$ cat src/rtl/rr_arbiter_16.sv
// Sixteen-requester round-robin arbiter with a registered one-hot grant and a mandatory idle cycle between grants.
// Optional hold-time limit: define RR_ARB_TIMEOUT_EN to revoke grants held for HOLD_MAX cycles.
module rr_arbiter_16 #(
  parameter int unsigned NUM_REQ  = 16,
  parameter int unsigned HOLD_MAX = 64
) (
  input  logic               clk,
  input  logic               reset,
  input  logic               enable,
  input  logic [NUM_REQ-1:0] req,
  input  logic               done,
  output logic [NUM_REQ-1:0] grant,
  output logic               grant_valid,
  output logic               timeout
);

  localparam int unsigned IDX_W = 4;

  // The downstream 16-to-4 encoder fixes the width; reject anything else at elaboration.
  if (NUM_REQ != 16) begin : g_bad_num_req
    $error("rr_arbiter_16: NUM_REQ must be 16");
  end
  if (HOLD_MAX < 2 || HOLD_MAX > 65535) begin : g_bad_hold_max
    $error("rr_arbiter_16: HOLD_MAX must be in 2..65535");
  end

  typedef enum logic {
    S_IDLE  = 1'b0,
    S_GRANT = 1'b1
  } state_e;

  state_e             state_q, state_d;
  logic [IDX_W-1:0]   ptr_q, ptr_d;
  logic [IDX_W-1:0]   own_q, own_d;
  logic [NUM_REQ-1:0] grant_q, grant_d;
  logic               grant_valid_q, grant_valid_d;

  logic               pick_found_c;
  logic [IDX_W-1:0]   pick_idx_c;
  logic               tmo_hit_c;
  logic               other_cause_c;
  logic               release_c;

  // First requester at or above ptr, wrapping 15 -> 0.
  always_comb begin
    pick_found_c = 1'b0;
    pick_idx_c   = ptr_q;
    for (int unsigned k = 0; k < NUM_REQ; k++) begin
      if (!pick_found_c && req[IDX_W'(ptr_q + IDX_W'(k))]) begin
        pick_found_c = 1'b1;
        pick_idx_c   = IDX_W'(ptr_q + IDX_W'(k));
      end
    end
  end

`ifdef RR_ARB_TIMEOUT_EN
  localparam int unsigned CNT_W = $clog2(HOLD_MAX + 1);

  logic [CNT_W-1:0] cnt_q, cnt_d;
  logic             timeout_q, timeout_d;

  assign tmo_hit_c = (state_q == S_GRANT) && (cnt_q == CNT_W'(HOLD_MAX));
`else
  assign tmo_hit_c = 1'b0;
`endif

  assign other_cause_c = done || !req[own_q] || !enable;
  assign release_c     = (state_q == S_GRANT) && (other_cause_c || tmo_hit_c);

  // State register
  always_ff @(posedge clk) begin
    if (reset) begin
      state_q <= S_IDLE;
    end else begin
      state_q <= state_d;
    end
  end

  // Next-state logic
  always_comb begin
    state_d = state_q;
    unique case (state_q)
      S_IDLE: begin
        if (enable && pick_found_c) begin
          state_d = S_GRANT;
        end
      end
      S_GRANT: begin
        if (release_c) begin
          state_d = S_IDLE;
        end
      end
      default: state_d = S_IDLE;
    endcase
  end

  // Output and datapath next values
  always_comb begin
    ptr_d   = ptr_q;
    own_d   = own_q;
    grant_d = grant_q;
`ifdef RR_ARB_TIMEOUT_EN
    cnt_d     = '0;
    timeout_d = 1'b0;
`endif
    unique case (state_q)
      S_IDLE: begin
        grant_d = '0;
        if (enable && pick_found_c) begin
          own_d   = pick_idx_c;
          grant_d = NUM_REQ'(1) << pick_idx_c;
`ifdef RR_ARB_TIMEOUT_EN
          cnt_d   = CNT_W'(1);
`endif
        end
      end
      S_GRANT: begin
        if (release_c) begin
          grant_d = '0;
          ptr_d   = IDX_W'(own_q + IDX_W'(1));
`ifdef RR_ARB_TIMEOUT_EN
          // Flag the revocation only when the limit is the sole reason.
          timeout_d = tmo_hit_c && !other_cause_c;
`endif
        end else begin
`ifdef RR_ARB_TIMEOUT_EN
          cnt_d = CNT_W'(cnt_q + CNT_W'(1));
`endif
        end
      end
      default: grant_d = '0;
    endcase
    grant_valid_d = |grant_d;
  end

  always_ff @(posedge clk) begin
    if (reset) begin
      ptr_q         <= '0;
      own_q         <= '0;
      grant_q       <= '0;
      grant_valid_q <= 1'b0;
    end else begin
      ptr_q         <= ptr_d;
      own_q         <= own_d;
      grant_q       <= grant_d;
      grant_valid_q <= grant_valid_d;
    end
  end

`ifdef RR_ARB_TIMEOUT_EN
  always_ff @(posedge clk) begin
    if (reset) begin
      cnt_q     <= '0;
      timeout_q <= 1'b0;
    end else begin
      cnt_q     <= cnt_d;
      timeout_q <= timeout_d;
    end
  end

  assign timeout = timeout_q;
`else
  assign timeout = 1'b0;
`endif

  assign grant       = grant_q;
  assign grant_valid = grant_valid_q;

endmodule

$ cat config.mk
export PLATFORM = sky130hd
export DESIGN_NAME = rr_arbiter_16
export DESIGN_NICKNAME = d
export VERILOG_FILES = /design/src/rtl/rr_arbiter_16.sv
export SDC_FILE = /design/constraint.sdc
export NUM_CORES = 1
export LEC_CHECK = 0
export ABC_AREA = 0
export BUFFER_PORTS_ARGS = -buffer_cell sky130_fd_sc_hd__buf_2
export CAP_MARGIN = 20
export CORE_AREA = 2 2 137 72
export CTS_CLUSTER_SIZE = 20
export DETAILED_ROUTE_END_ITERATION = 10
export DIE_AREA = 0 0 139 74
export HOLD_SLACK_MARGIN = 0.15
export PLACE_DENSITY = 0.65
export SLEW_MARGIN = 20
export SYNTH_ARGS = -nofsm -noshare
export SYNTH_HDL_FRONTEND = slang
export SYNTH_SLANG_ARGS = --single-unit
$ cat constraint.sdc
create_clock -name clk -period 4 [get_ports clk]
set_input_delay 0.2 -clock clk [delete_from_list [all_inputs] [get_ports clk]]
set_output_delay 0.2 -clock clk [all_outputs]
set_load 0.005 [all_outputs]
==> results.rst, run 1 <==
.. list-table::
   :header-rows: 1

   * - Metric
     - Value
   * - Global-route wire length before repair
     - 21.1 mm
   * - Final #Nets
     - 519
   * - Core box area
     - 0.00913 mm2
   * - Global-route congestion overflow total
     - 0
   * - Count of input and output buffers
     - 36
   * - Number of inserted diodes
     - 0
   * - Depth of the worst register-to-register path
     - 12
   * - Total clock buffers created by CTS
     - 3
   * - Launch instance of the worst register-to-register path
     - ptr_q[2]$_SDFFE_PP0P_
   * - Switching power share of the total
     - 48.6%
   * - Critical Path Sink
     - grant[14]$_SDFF_PP0_
   * - Cell repeated most along the worst path
     - nand2_1
   * - CTS tree
     - done
   * - Share of total power in the clock network
     - 11.4%
   * - Global-route usage over all layers
     - 26.7%
   * - Total power
     - 1.89 mW
   * - Chip Height
     - 74 um
   * - Die Footprint
     - 0.0103 mm2
   * - I/O Pins
     - 38
   * - Largest net degree at the start of global routing
     - 26
   * - Clock slew at the register clock pins of the worst setup and hold paths
     - 0.06 ns
   * - Worst hold-check path type
     - input port to flip-flop
   * - Final Hold Viols
     - 0
   * - Number of filler cells placed in the layout
     - 842
   * - # DRC
     - 0
   * - Setup clock skew after layout
     - 0.00238 ns
   * - Number of global-route vias before repair
     - 3507
   * - Std cell rows
     - 25
   * - Detail-routed via count per cell
     - 6.73
   * - Seq/Total Area, Yosys
     - 13.0%
   * - Hold path start
     - reset
   * - Post-detailed-route wirelength per cell
     - 23.4 um
   * - Mean cell area of the mapped netlist
     - 9.25 um2
   * - Maxcap violations
     - 0
   * - Distinct cells, synth
     - 89
   * - Hold buffer count at CTS
     - 0
   * - Post-route minimum period
     - 3.95 ns
   * - Category of the worst setup path capture point
     - flip-flop
   * - Worst flop-to-flop path endpoint
     - grant[14]$_SDFF_PP0_
   * - Static power due to leakage
     - 1.79 nW
   * - Initial core utilization
     - 43.7%
   * - Final setup violation count
     - 0
   * - Final RePlAce weighted congestion
     - 1.12
   * - Share of the clock period used by the worst path after layout
     - 98.8%
   * - Final Worst Setup Slack
     - 0.0499 ns
   * - Maximum fanout encountered on the critical timing path
     - 7
   * - Setup slack on the worst flop-to-flop path
     - 0.05 ns
   * - Antenna violations before repair
     - 0
   * - WS Path Type
     - flip-flop to flip-flop
   * - Power share of the combinational group
     - 72.0%
   * - Area grow syn2layout
     - 15.2%
   * - Setup repair after global routing missed its margin
     - false
   * - Slowest Stage Delay on Critical Path
     - 0.47 ns
   * - Total standard cell area after synthesis
     - 0.00400 mm2
   * - Total number of clock tree sinks
     - 26
   * - Insertion delay of the later-clocked pin in the worst-skew pair
     - 0.25 ns
   * - Count of flip-flops with a built-in enable after synthesis
     - 0
   * - Count of TritonRoute iterations in the first routing pass
     - 5
   * - Worst setup timing slack at the placement stage
     - 0.112 ns
   * - Max stage delay cell, worst path
     - xnor2_1
   * - Sequential Power Share
     - 16.5%
   * - Transition time at the pin with the least slew margin
     - 0.994 ns
   * - Share of flip-flops with an asynchronous set or reset after synthesis
     - 0%
   * - Detail Placement HPWL
     - 11.3 mm
   * - Relative slew margins
     - 33.5%
   * - Fraction of final layout cells sized beyond drive strength 1
     - 35.4%
   * - Final Slew Violations
     - 0
   * - Number of synthesis warnings
     - 0
   * - Iter 0 DRT Violations
     - 603
   * - Worst setup path startpoint
     - ptr_q[2]$_SDFFE_PP0P_
   * - Final routed wirelength across all metal layers
     - 14.3 mm
   * - Worst IR Drop VDD
     - 0.195 mV
   * - Leading register cell type out of synthesis
     - dfxtp_1
   * - Post-Synthesis Cells
     - 432
   * - Clock tree root buffer cell
     - clkbuf_16
   * - Power density over cell area
     - 410 mW/mm2
   * - Result of the run
     - completed
   * - H-Tree Level Count
     - 1
   * - Ordered cell list for the critical path
     - buf_4 -> ha_1 -> xnor2_1 -> mux2_2 -> mux2i_2 -> nand2_1 -> a311o_1 -> a22o_1 -> a211o_1 -> a21oi_4 -> nand2_1 -> o21ai_1
   * - Post-synth net total
     - 460
   * - Arr. time, crit path
     - 4.13 ns
   * - #FFs+latches synth
     - 26
   * - Maximum root-to-sink buffer count
     - 2
   * - Die width
     - 139 um
   * - Internal power
     - 0.971 mW
   * - Worst Setup Start Kind
     - flip-flop
   * - Total via count after detailed routing
     - 4108
   * - Achievable frequency
     - 253 MHz
   * - Antenna viol nets, final
     - 0
   * - Net load switching power
     - 0.918 mW
   * - End-of-flow core utilization
     - 50.4%
   * - Worst EP required
     - 4.18 ns
==> cell usage in the layout, fill, tap and decap left out, drive strengths merged, types with 8 or more instances in the layout <==
| cell type | count |
|---|---|
| buf | 73 |
| nand2 | 45 |
| nor2 | 39 |
| mux2i | 36 |
| mux2 | 34 |
| mux4 | 27 |
| dfxtp | 26 |
| a21oi | 22 |
| nand3 | 16 |
| o21ai | 16 |
| inv | 10 |
| xnor2 | 9 |
| ha | 8 |
==> cell families (layout without fill, tap and decap cells) <==
group / count (synthesis) / after routing / share of synthesized area (%)
AO/OA/AOI/OAI: 113 / 113 / 22.0
XOR/XNOR: 12 / 12 / 4.23
adder cells (fa/ha/maj): 8 / 8 / 2.51
buffers and inverters: 34 / 91 / 4.92
flip-flops: 26 / 26 / 13.0
multiplexers: 97 / 97 / 35.4
other: 1 / 1 / 0.0939
AND/OR/NAND/NOR: 141 / 141 / 17.9
==> worst min path at each step <==
| stage | cells past startpoint | slack (ns) | to |
|---|---|---|---|
| finish | 2 | 0.29 | own_q[2]$_SDFFE_PP0P_ |
| global route | 2 | 0.30 | own_q[2]$_SDFFE_PP0P_ |
| CTS | 2 | 0.28 | own_q[1]$_SDFFE_PP0P_ |
| detailed placement | 2 | 0.46 | grant[5]$_SDFF_PP0_ |
| global placement | 2 | 0.45 | grant[13]$_SDFF_PP0_ |
| floorplan | 2 | 0.40 | state_q$_SDFF_PP0_ |
==> flip-flops by register name, summed over array words and instances (netlist names) <==
signal	count
own_q	4
grant_valid	1
ptr_q	4
grant	16
state_q	1
==> final cells by class <==
class | count | area [um2] | area share [%]
Multi-Input combinational cell | 372 | 3320 | 72.1
Sequential cell | 26 | 523 | 11.4
Timing Repair Buffer | 73 | 474 | 10.3
Tap cell | 121 | 151 | 3.29
Clock buffer | 3 | 75.1 | 1.63
Inverter | 15 | 60.1 | 1.30
==> metrics by stage <==
stage | area [um2] | TNS (ns) | hold WS [ns] | instances
floorplan | 4050 | -0.0537 | 0.402 | 432
global placement | 4420 | 0 | 0.453 | 598
detailed placement | 4420 | 0 | 0.457 | 598
CTS | 4490 | 0 | 0.283 | 601
global route | 4600 | 0 | 0.296 | 610
finish | 4600 | 0 | 0.286 | 610
==> critical path: cells and delay by family, from the launching register on <==
family	cells	cell delay, ns
DFF	1	0.40
xor gates and xnor gates	1	0.47
buffers and inverters	1	0.19
AOI/OAI and AO/OA	5	1.49
and+or+nand+nor	2	0.28
muxes	2	0.82
adders and majority gates	1	0.22
==> layer usage <==
metal,global-route usage [%],vias to the layer above,part of all wire (%)
met4,1.01,0,0.55
met2,34.6,309,37
met1,43.0,1973,48
met5,2.63,-,0
met3,9.01,10,15
li1,-,1816,-
==> power groups by stage <==
stage               sequential (mW)  combinational, mW  clock [mW]
floorplan                     0.302              0.910           0
CTS                           0.311               1.25       0.218
detailed placement            0.317               1.24           0
global route                  0.315               1.42       0.227
finish                        0.312               1.36       0.216
global placement              0.316               1.25           0
==> Yosys cell counts (3+ instances only) <==
cell | n | area [um2]
xnor2_1 | 6 | 52.6
buf_6 | 5 | 56.3
clkbuf_1 | 6 | 22.5
mux2_2 | 25 | 282
buf_4 | 5 | 37.5
nor2_1 | 38 | 143
mux4_1 | 5 | 131
a32o_1 | 3 | 30.0
nand2b_1 | 6 | 37.5
mux2_1 | 7 | 78.8
o22ai_1 | 6 | 37.5
o21ai_0 | 6 | 30.0
mux2i_1 | 31 | 310
nor4_1 | 5 | 31.3
a211o_1 | 4 | 35.0
nand3_1 | 15 | 75.1
mux2i_2 | 3 | 41.3
dfxtp_1 | 26 | 521
a211oi_1 | 4 | 30.0
and2_1 | 3 | 18.8
mux4_2 | 22 | 495
ha_1 | 8 | 100
o21ai_1 | 9 | 45.0
a31oi_1 | 7 | 43.8
a21o_1 | 3 | 22.5
a22o_1 | 7 | 61.3
nor3_1 | 3 | 15.0
o31ai_1 | 6 | 45.0
nand2_1 | 45 | 169
inv_1 | 8 | 30.0
a41o_1 | 3 | 30.0
nor3_2 | 3 | 30.0
a21oi_1 | 18 | 90.1
a21oi_2 | 3 | 26.3
nand4_1 | 4 | 25.0
clkinv_1 | 4 | 15.0
inv_2 | 3 | 11.3
nor2b_1 | 5 | 31.3
==> what timing repair did <==
| item | in CTS | in global routing |
|---|---|---|
| endpoints found under the hold margin | 0 | 0 |
| buffers inserted | 0 | 9 |
| setup endpoints to repair | 0 | 17 |
| resized for setup | 0 | 8 |
Note: power is estimated with default switching activity, not from simulation.
==> run 2, diff against run 1 <==
- CORE_AREA: 2 2 137 72 -> 2 2 98 100
- DIE_AREA: 0 0 139 74 -> 0 0 100 102
- PLACE_DENSITY: 0.65 -> 0.64
- SKIP_LAST_GASP: default -> 1
==> run 2 against run 1 <==
Die area down 0.84%. Highest routed layer unchanged. Via count decreased by 5.9%. Largest cell class unchanged. Non-clock buffer count decreased by 16. Worst hold slack worse by 0.013 ns. Count of clock-buffer cells in the layout is 1 higher. Combinational power down 9%. Clock power decreased by 24%. Maximum frequency up 2.2%. Power shrank 9.5%.
==> results.rst, run 2 (synthesized netlist as in run 1, its figures left out) <==
.. list-table::
   :header-rows: 1

   * - Metric
     - Value
   * - Std cell rows
     - 35 (+40%)
   * - Antenna violations before repair
     - 0 (unchanged)
   * - Clock slew at the register clock pins of the worst setup and hold paths
     - 0.09 ns (+0.03 ns)
   * - Maximum root-to-sink buffer count
     - 2 (unchanged)
   * - Worst IR Drop VDD
     - 0.354 mV (+81%)
   * - Insertion delay of the later-clocked pin in the worst-skew pair
     - 0.26 ns (about the same)
   * - Most frequent cells in the layout
     - nand2_1 (45), nor2_1 (38), buf_2 (36)
   * - Detail-routed via count per cell
     - 6.61 (-1.9%)
   * - Global-route wire length before repair
     - 20.4 mm (-3.2%)
   * - Power density over cell area
     - 385 mW/mm2 (-6.2%)
   * - Final Hold Viols
     - 0 (unchanged)
   * - Worst hold-check path type
     - input port to flip-flop
   * - Commonest non-fill, non-tap cell in the layout
     - nand2_1
   * - Final routed wirelength across all metal layers
     - 12.7 mm (-11%)
   * - WS Path Type
     - flip-flop to flip-flop
   * - Smallest hold slack
     - 0.273 ns (-0.0134 ns)
   * - Final #Nets
     - 503 (-3.1%)
   * - Arr. time, crit path
     - 4.03 ns (-0.10 ns)
   * - Final Slew Violations
     - 0 (unchanged)
   * - Antenna viol nets, final
     - 0 (unchanged)
   * - Share of the clock period used by the worst path after layout
     - 96.6% (-2.1 points)
   * - Post-detailed-route wirelength per cell
     - 21.7 um (-7.3%)
   * - Result of the run
     - completed
   * - Iter 0 DRT Violations
     - 358 (-41%)
   * - H-Tree Level Count
     - 1 (unchanged)
   * - Number of global-route vias before repair
     - 3708 (+5.7%)
   * - Maxcap violations
     - 0 (unchanged)
   * - Hold buffer count at CTS
     - 0 (unchanged)
   * - Global-route usage over all layers
     - 25.5% (-1.2 points)
   * - Post-route minimum period
     - 3.86 ns (-0.0856 ns)
   * - Relative slew margins
     - 32.2% (-1.3 points)
   * - Total via count after detailed routing
     - 3864 (-5.9%)
   * - Maximum fanout encountered on the critical timing path
     - 15 (+8)
   * - Fraction of final layout cells sized beyond drive strength 1
     - 32.5% (-2.9 points)
   * - Category of the worst setup path capture point
     - flip-flop
   * - End-of-flow core utilization
     - 48.8% (-1.6 points)
   * - Number of inserted diodes
     - 0 (unchanged)
   * - Detail Placement HPWL
     - 9.95 mm (-12%)
   * - I/O Pins
     - 38 (unchanged)
   * - CTS tree
     - done
   * - Worst Setup Start Kind
     - flip-flop
   * - Count of input and output buffers
     - 36 (unchanged)
   * - Number of flip-flops under the largest register name
     - 16 (unchanged)
   * - Total number of clock tree sinks
     - 26 (unchanged)
   * - # DRC
     - 0 (unchanged)
   * - Clock tree root buffer cell
     - clkbuf_8
   * - Hold-critical path depth
     - 2 (unchanged)
   * - Setup repair after global routing missed its margin
     - true
   * - Count of TritonRoute iterations in the first routing pass
     - 5 (unchanged)
   * - Final RePlAce weighted congestion
     - 0.943 (-16%)
   * - Achievable frequency
     - 259 MHz (+2.2%)
   * - Chip Height
     - 102 um (+38%)
   * - Largest net degree at the start of global routing
     - 22 (-15%)
   * - Core box area
     - 0.00911 mm2 (-0.27%)
   * - Setup clock skew after layout
     - 0.00693 ns (+0.00455 ns)
   * - Global-route congestion overflow total
     - 0 (unchanged)
   * - Final setup violation count
     - 0 (unchanged)
   * - Initial core utilization
     - 43.9% (+0.12 points)
   * - Die width
     - 100 um (-28%)
   * - Worst EP required
     - 4.17 ns (about the same)
   * - Static power due to leakage
     - 1.70 nW (-4.9%)
   * - Depth of the worst register-to-register path
     - 12 (unchanged)
   * - Die Footprint
     - 0.0102 mm2 (-0.84%)
   * - Area grow syn2layout
     - 11.2%
   * - Total clock buffers created by CTS
     - 3 (unchanged)
   * - Transition time at the pin with the least slew margin
     - 1.01 ns (+0.0198 ns)
-- run 2: final cells by class --
type	instances	area (um2)
clock buffer	4	55.1
fill	872	4660
inverter	15	60.1
multi-input combinational	372	3330
sequential	26	522
tap	111	139
timing repair buffer	57	338
-- run 2: critical path, stage by stage (launching register included) --
cell	delay (ns)
dfxtp_2	0.36
buf_4	0.29
buf_4	0.29
mux4_1	0.42
mux2_2	0.35
mux2_2	0.34
o31ai_1	0.38
a222oi_1	0.19
a31o_1	0.23
a22oi_2	0.24
o31a_1	0.36
nor3_2	0.11
a22o_1	0.20
-- run 2: final timing paths --
path | slack (ns) | end | start
setup / recovery | 0.14 | grant[1]$_SDFF_PP0_ | ptr_q[1]$_SDFFE_PP0P_
hold / removal | 0.27 | own_q[2]$_SDFFE_PP0P_ | reset
setup reg to reg | 0.14 | grant[1]$_SDFF_PP0_ | ptr_q[1]$_SDFFE_PP0P_
hold reg to reg | 0.48 | grant[12]$_SDFF_PP0_ | grant[12]$_SDFF_PP0_
-- run 2: routing by layer --
metal / vias up / global-route usage, % / wire, um
met1: 1838 / 36.4 / 5440
li1: 1784 / - / -
met2: 205 / 40.7 / 5780
met4: 0 / 8.64 / 479
met5: - / 0 / 0
met3: 37 / 2.26 / 996
-- run 2: what timing repair did --
action                                  CTS  global route
setup buffers                             0             0
endpoints found under the setup margin    0            15
resized for setup                         0             5
-- run 2: power breakdown --
| part | leakage [nW] | switching, mW | internal [mW] |
|---|---|---|---|
| registers | 0.212 | 0.0276 | 0.279 |
| logic | 1.46 | 0.722 | 0.515 |
| clock network | 0.0288 | 0.0777 | 0.0878 |
-- run 2: metrics by stage --
step / setup WS (ns) / area [um2] / setup TNS (ns) / total power [mW] / std cells
floorplan: -0.0537 / 4050 / -0.0537 / 1.21 / 432
global placement: 0.132 / 4350 / 0 / 1.51 / 581
detailed placement: 0.185 / 4350 / 0 / 1.50 / 581
CTS: 0.163 / 4410 / 0 / 1.67 / 585
global route: -0.00379 / 4440 / -0.00743 / 1.82 / 585
finish: 0.135 / 4440 / 0 / 1.71 / 585
